### src/rtl/mem_stage_pkg.sv
// Shared types for the MEM stage: FSM states, funct3 encodings and access-size decode.
package mem_stage_pkg;

    typedef enum logic [1:0] {
        IDLE = 2'd0,
        REQ  = 2'd1,
        DONE = 2'd2
    } state_t;

    typedef enum logic [1:0] {
        SZ_BYTE = 2'd0,
        SZ_HALF = 2'd1,
        SZ_WORD = 2'd2
    } size_t;

    localparam logic [2:0] F3_LB  = 3'b000;
    localparam logic [2:0] F3_LH  = 3'b001;
    localparam logic [2:0] F3_LW  = 3'b010;
    localparam logic [2:0] F3_LBU = 3'b100;
    localparam logic [2:0] F3_LHU = 3'b101;
    localparam logic [2:0] F3_SB  = 3'b000;
    localparam logic [2:0] F3_SH  = 3'b001;
    localparam logic [2:0] F3_SW  = 3'b010;

    // Size ignores the sign bit so LBU/LHU decode like LB/LH; anything else is a word.
    function automatic size_t acc_size(input logic [2:0] f3);
        case ({1'b0, f3[1:0]})
            F3_SB:   return SZ_BYTE;
            F3_SH:   return SZ_HALF;
            F3_SW:   return SZ_WORD;
            default: return SZ_WORD;
        endcase
    endfunction

endpackage

### src/rtl/mem_access_stage_load_align.sv
// Combinational load aligner: picks the byte/half lane from the read word and sign/zero-extends.
// Zero latency, no flow control; unlisted funct3 values pass the whole word.
module load_align
    import mem_stage_pkg::*;
(
    input  logic [31:0] rdata_i,
    input  logic [1:0]  off_i,
    input  logic [2:0]  funct3_i,
    output logic [31:0] data_o
);

    logic [7:0]  byte_w;
    logic [15:0] half_w;

    always_comb begin
        byte_w = rdata_i[7:0];
        case (off_i)
            2'd0: byte_w = rdata_i[7:0];
            2'd1: byte_w = rdata_i[15:8];
            2'd2: byte_w = rdata_i[23:16];
            2'd3: byte_w = rdata_i[31:24];
            default: byte_w = rdata_i[7:0];
        endcase
        half_w = off_i[1] ? rdata_i[31:16] : rdata_i[15:0];

        data_o = rdata_i;
        case (funct3_i)
            F3_LB:   data_o = {{24{byte_w[7]}}, byte_w};
            F3_LH:   data_o = {{16{half_w[15]}}, half_w};
            F3_LBU:  data_o = {24'h0, byte_w};
            F3_LHU:  data_o = {16'h0, half_w};
            F3_LW:   data_o = rdata_i;
            default: data_o = rdata_i;
        endcase
    end

endmodule

### src/rtl/mem_access_stage.sv
// MEM stage: EX/MEM load/store -> valid/ready dmem transaction, stalling >=2 cycles until ready.
// Request held stable until dmem_ready_i; MEM_MISALIGN_TRAP_EN adds a misaligned-access trap.
module mem_access_stage
    import mem_stage_pkg::*;
#(
    parameter int ADDR_W      = 32,
    parameter int STALL_CNT_W = 16
) (
    input  logic                   clk_i,
    input  logic                   rst_i,
    input  logic                   MemRead_i,
    input  logic                   MemWrite_i,
    input  logic [2:0]             funct3_i,
    input  logic [ADDR_W-1:0]      Addr_i,
    input  logic [31:0]            Wdata_i,
    output logic                   Stall_o,
    output logic [31:0]            Memdata_o,
    output logic                   dmem_req_o,
    output logic                   dmem_we_o,
    output logic [ADDR_W-1:0]      dmem_addr_o,
    output logic [31:0]            dmem_wdata_o,
    output logic [3:0]             dmem_be_o,
    input  logic                   dmem_ready_i,
    input  logic [31:0]            dmem_rdata_i,
    output logic [STALL_CNT_W-1:0] stall_cnt_o,
    output logic                   misalign_o
);

    state_t                 state_q, state_d;
    logic [ADDR_W-1:0]      addr_q;
    logic [2:0]             funct3_q;
    logic                   we_q;
    logic [31:0]            wdata_q;
    logic [3:0]             be_q;
    logic [31:0]            memdata_q;
    logic [STALL_CNT_W-1:0] stall_cnt_q;

    logic        stall, req, latch;
    logic [31:0] wd_lane, align_data;
    logic [3:0]  be_lane;

`ifdef MEM_MISALIGN_TRAP_EN
    logic mis_q;
    logic misaligned;
    assign misaligned = ((acc_size(funct3_i) == SZ_WORD) && (Addr_i[1:0] != 2'b00)) ||
                        ((acc_size(funct3_i) == SZ_HALF) && Addr_i[0]);
`endif

    always_comb begin
        state_d = state_q;
        stall   = 1'b0;
        req     = 1'b0;
        latch   = 1'b0;
        case (state_q)
            IDLE: begin
                if (MemRead_i || MemWrite_i) begin
                    stall = 1'b1;
                    latch = 1'b1;
`ifdef MEM_MISALIGN_TRAP_EN
                    state_d = misaligned ? DONE : REQ;
`else
                    state_d = REQ;
`endif
                end
            end
            REQ: begin
                stall = 1'b1;
                req   = 1'b1;
                if (dmem_ready_i) state_d = DONE;
            end
            DONE:    state_d = IDLE;
            default: state_d = IDLE;
        endcase
    end

    // Store data is replicated across lanes; the byte enables select the live one.
    always_comb begin
        wd_lane = Wdata_i;
        be_lane = 4'b1111;
        case (acc_size(funct3_i))
            SZ_BYTE: begin
                wd_lane = {4{Wdata_i[7:0]}};
                be_lane = 4'b0001 << Addr_i[1:0];
            end
            SZ_HALF: begin
                wd_lane = {2{Wdata_i[15:0]}};
                be_lane = 4'b0011 << {Addr_i[1], 1'b0};
            end
            default: begin
                wd_lane = Wdata_i;
                be_lane = 4'b1111;
            end
        endcase
    end

    load_align u_load_align (
        .rdata_i  (dmem_rdata_i),
        .off_i    (addr_q[1:0]),
        .funct3_i (funct3_q),
        .data_o   (align_data)
    );

    always_ff @(posedge clk_i or negedge rst_i) begin
        if (!rst_i) begin
            state_q     <= IDLE;
            addr_q      <= '0;
            funct3_q    <= '0;
            we_q        <= 1'b0;
            wdata_q     <= '0;
            be_q        <= '0;
            memdata_q   <= '0;
            stall_cnt_q <= '0;
`ifdef MEM_MISALIGN_TRAP_EN
            mis_q       <= 1'b0;
`endif
        end else begin
            state_q <= state_d;
            if (latch) begin
                addr_q   <= Addr_i;
                funct3_q <= funct3_i;
                we_q     <= MemWrite_i;
                wdata_q  <= wd_lane;
                be_q     <= be_lane;
            end
            if ((state_q == REQ) && dmem_ready_i && !we_q) memdata_q <= align_data;
`ifdef MEM_MISALIGN_TRAP_EN
            if (latch) mis_q <= misaligned;
            if (latch && misaligned) memdata_q <= '0;
`endif
            if (stall && (stall_cnt_q != {STALL_CNT_W{1'b1}}))
                stall_cnt_q <= stall_cnt_q + {{(STALL_CNT_W-1){1'b0}}, 1'b1};
        end
    end

    assign Stall_o      = stall;
    assign Memdata_o    = memdata_q;
    assign dmem_req_o   = req;
    assign dmem_we_o    = req & we_q;
    assign dmem_addr_o  = {addr_q[ADDR_W-1:2], 2'b00};
    assign dmem_wdata_o = wdata_q;
    assign dmem_be_o    = be_q;
    assign stall_cnt_o  = stall_cnt_q;
`ifdef MEM_MISALIGN_TRAP_EN
    assign misalign_o   = (state_q == DONE) & mis_q;
`else
    assign misalign_o   = 1'b0;
`endif

endmodule

### config.mk
export PLATFORM = sky130hd
export DESIGN_NAME = mem_access_stage
export DESIGN_NICKNAME = d
export VERILOG_FILES = /design/src/rtl/mem_stage_pkg.sv /design/src/rtl/mem_access_stage_load_align.sv /design/src/rtl/mem_access_stage.sv
export SDC_FILE = /design/constraint.sdc
export NUM_CORES = 1
export LEC_CHECK = 0
export CORE_ASPECT_RATIO = 0.8
export CORE_MARGIN = 2
export CORE_UTILIZATION = 46
export CTS_BUF_LIST = sky130_fd_sc_hd__clkbuf_2 sky130_fd_sc_hd__clkbuf_4 sky130_fd_sc_hd__clkbuf_8
export CTS_CLUSTER_DIAMETER = 30
export CTS_CLUSTER_SIZE = 12
export DETAILED_ROUTE_END_ITERATION = 10
export PLACE_DENSITY = 0.85
export SLEW_MARGIN = 15
export SYNTH_ARGS = -nofsm -noshare
export SYNTH_HDL_FRONTEND = slang
export SYNTH_HIERARCHICAL = 1
export SYNTH_SLANG_ARGS = --single-unit
### constraint.sdc
create_clock -name clk_i -period 2.6 [get_ports clk_i]
set_clock_uncertainty 0.2 [all_clocks]
set_input_delay 0.52 -clock clk_i [delete_from_list [all_inputs] [get_ports clk_i]]
set_output_delay 0.52 -clock clk_i [all_outputs]
set_load 0.05 [all_outputs]
==> impl_metrics.tcl <==
set metrics [dict create \
    cp_data_arrival_time_ns 1.79 \
    cts_tree "yes" \
    fp.dieH_um 105.7 \
    drt_iter0_drc 327 \
    drc 0 \
    layout.nets 921 \
    yosysTopAreaCell "dfrtp_1" \
    slew_viol_final 0 \
    synth_most_common_cell "nand2_1" \
    cp_max_fo 6 \
    die_area_mm2 0.01386 \
    worst_pin_slew_ns 0.6798 \
    synth_flop_cell "dfrtp_1" \
    holdPathStages 2 \
    multi_input_area_mm2 0.002486 \
    antenna_found_initial 0 \
    status "finished, final reports clean" \
    num_io_pins 224 \
    fin_crit_ns 2.511 \
    ir_drop_mv 0.8857 \
    yosys.area_share.simple_pct 18.75 \
    grt_overflow 0 \
    grt_use_met3_pct 9.572 \
    routed_via_density 5.202 \
    synth_xor_area_share_pct 2.209 \
    setup_slack_ns 0.08911 \
    die_w_um 131.1 \
    reg2reg_from "addr_q[0]$_DFFE_PN0P_" \
    post_dp_cell_area_mm2 0.008192 \
    ys_types 44 \
    synth_top_area_share_pct 51.34 \
    max_cap_violations 0 \
    grt_max_degree 96 \
    muxShareOfSynthArea_pct 12.22 \
    critPathSlowestCell "clkdlybuf4s50_1" \
    clkSinkCount 122 \
    start_kind "flop" \
    regToRegSetupSlack_ns 0.29 \
    root_buffer "clkbuf_8" \
    r2r_end "Memdata_o[3]$_DFFE_PN0P_" \
    yosysSeqAreaShare_pct 51.34 \
    start_util_pct 46.71 \
    drive_gt1_share_pct 12.47 \
    hold_class "flop to flop" \
    synthArstFlopShare_pct 100.0 \
    rows 37 \
    coreArea_mm2 0.01273 \
    ys_warn_count 6 \
    finalHoldViolations 0 \
    slowest_delay_ns 0.86 \
    synth_common_cells "nand2_1, dfrtp_1, mux2_2" \
    rr_worst_depth 5 \
    grt.total_usage_pct 24.35 \
    numCtsBuffers 17 \
    cts_max_path_buffers 2 \
    critical_path_required_ns 1.88 \
    hpwlAfterDp_um 12310 \
    htreeDepth 4 \
    relSlewSlack_pct 54.59 \
    vias 5207 \
    hp-start "addr_q[10]$_DFFE_PN0P_" \
    synth_area_per_cell_um2 9.576 \
    worstHoldEndpoint "addr_q[10]$_DFFE_PN0P_" \
    yosys-top-cells-area "dfrtp_1, nand2_1, mux2_2, mux2i_1, buf_4" \
    fin_crit_sh_pct 96.57 \
    use_met2_pct 39.59 \
    ant_nets 0 \
    grt_pass1_wl_um 26650 \
    path_buf_inv 1 \
    n_antenna_cell 0 \
    syn_to_final_growth_pct 43.64 \
    clk_latency_ns 0.43 \
    wirelength_um 16790 \
    fillCellCount 975 \
    max_freq_ghz 0.3983 \
    syn-cell-area_mm2 0.005947 \
    finalSetupViolCount 0 \
    seqCellArea_mm2 0.003053 \
    p_per_area_mw_per_mm2 1403 \
    power.leakage_nw 3.913 \
    grt_pass1_vias 5322 \
    syn_inst 621 \
    path_cells "clkdlybuf4s50_1" \
    cp-startpoint "stall_cnt_o[8]$_DFFE_PN0P_" \
    first_pass_iters 5 \
    grtUsageMet1_pct 29.44 \
    clkTransAtPathRegs_ns 0.07 \
    synth_compound_area_share_pct 7.974 \
    crit_family "buffers and inverters" \
    gp_congestion 0.8695 \
    synth_edf_count 0 \
    fin_area_mm2 0.008542 \
    critPathKind "flop to primary output" \
    wl_per_cell_um 16.77 \
    yosys.area_share.adder_pct 0.2104 \
    ys_ff_latch 122 \
    dp_slack_ns -0.05469 \
    rsz0062_at_grt "no" \
    synth_top_family_by_area "simple AND/OR/NAND/NOR gates" \
    grt.busiest_layer "met2" \
    portBuffers 220 \
    end_kind "primary output" \
]
## cell type report
cell class | count | area share [%]
sequential | 122 | 35.74
multi-input combinational | 427 | 29.10
timing repair buffer | 241 | 28.28
clock buffer | 26 | 3.823
tap | 175 | 2.563
inverter | 7 | 0.3076
clock inverter | 3 | 0.1758
## repair_timing
action / CTS / global route
setup endpoints to repair: 1 / 0
endpoints found under the hold margin: 32 / 0
buffers inserted: 0 / 0
hold buffers: 1 / 0
resized for setup: 1 / 0
## tightest hold or removal path: cells and delay by family, from the launching register on
family        cells  cell delay [ns]
flops             1             0.34
simple gates      2             0.10
## worst max path at each step
stage	end	slack, ns	cells past startpoint
after floorplan	Memdata_o[10]$_DFFE_PN0P_	0.007	6
after global placement	Memdata_o[20]$_DFFE_PN0P_	0.04	6
after detailed placement	Memdata_o[25]$_DFFE_PN0P_	-0.05	6
after CTS	stall_cnt_o[8]	0.05	1
after global routing	stall_cnt_o[8]	0.03	1
final	stall_cnt_o[8]	0.09	1
## cells by family (layout without fill, tap and decap cells)
| family | after synthesis | count (layout) |
|---|---|---|
| xor gates and xnor gates | 15 | 15 |
| buffers and inverters | 74 | 277 |
| DFF | 122 | 122 |
| adders and majority gates | 1 | 1 |
| and+or+nand+nor | 265 | 265 |
| muxes | 66 | 66 |
| other | 1 | 3 |
| AOI/OAI and AO/OA | 77 | 77 |
## where the power goes
part | leakage [nW] | internal [W] | switching (W)
registers | 1.51 | 0.00275 | 0.000576
logic | 2.21 | 0.00246 | 0.00472
clock network | 0.186 | 0.000793 | 0.000689
## per-stage QoR
| step | hold slack (ns) | utilization (%) | cells | total power, W | TNS [ns] |
|---|---|---|---|---|---|
| finish | 0.2759 | 67.10 | 1001 | 0.01198 | 0 |
| global route | 0.2919 | 67.10 | 1001 | 0.01260 | 0 |
| CTS | 0.2836 | 67.10 | 1001 | 0.01206 | 0 |
| detailed placement | 0.2659 | 64.34 | 971 | 0.01054 | -0.3906 |
| global placement | 0.2574 | 64.34 | 971 | 0.01030 | 0 |
| floorplan | 0.02441 | - | 623 | 0.008309 | 0 |
## routing by layer
layer | wire [µm] | share of wire [%]
met3 | 1629 | 9.7
met4 | 300 | 1.8
met2 | 8022 | 48
met5 | 0 | 0
met1 | 6839 | 41
## state kept, by name, summed over array words and instances (netlist names)
name	count
Memdata_o	32
stall_cnt_o	16
addr_q	32
funct3_q	3
dmem_wdata_o	32
dmem_be_o	4
we_q	1
state_q	2
## cell usage in the layout, fill, tap and decap left out, types with 2 or more instances in the layout
cell / instances
a21oi_1: 9
a22o_1: 8
a22oi_1: 13
a31oi_1: 3
and2_1: 2
buf_12: 5
buf_4: 18
clkbuf_4: 5
clkbuf_8: 21
clkdlybuf4s50_1: 216
clkinv_2: 3
conb_1: 3
dfrtp_1: 122
inv_1: 7
mux2_2: 38
mux2i_1: 25
nand2_1: 205
nand2b_1: 2
nand3_1: 12
nand4_1: 7
nor2_1: 20
nor2b_1: 3
nor3_1: 3
nor4_1: 2
o21ai_0: 37
o21bai_1: 2
xnor2_1: 14
Note: power is estimated with default switching activity, not from simulation.
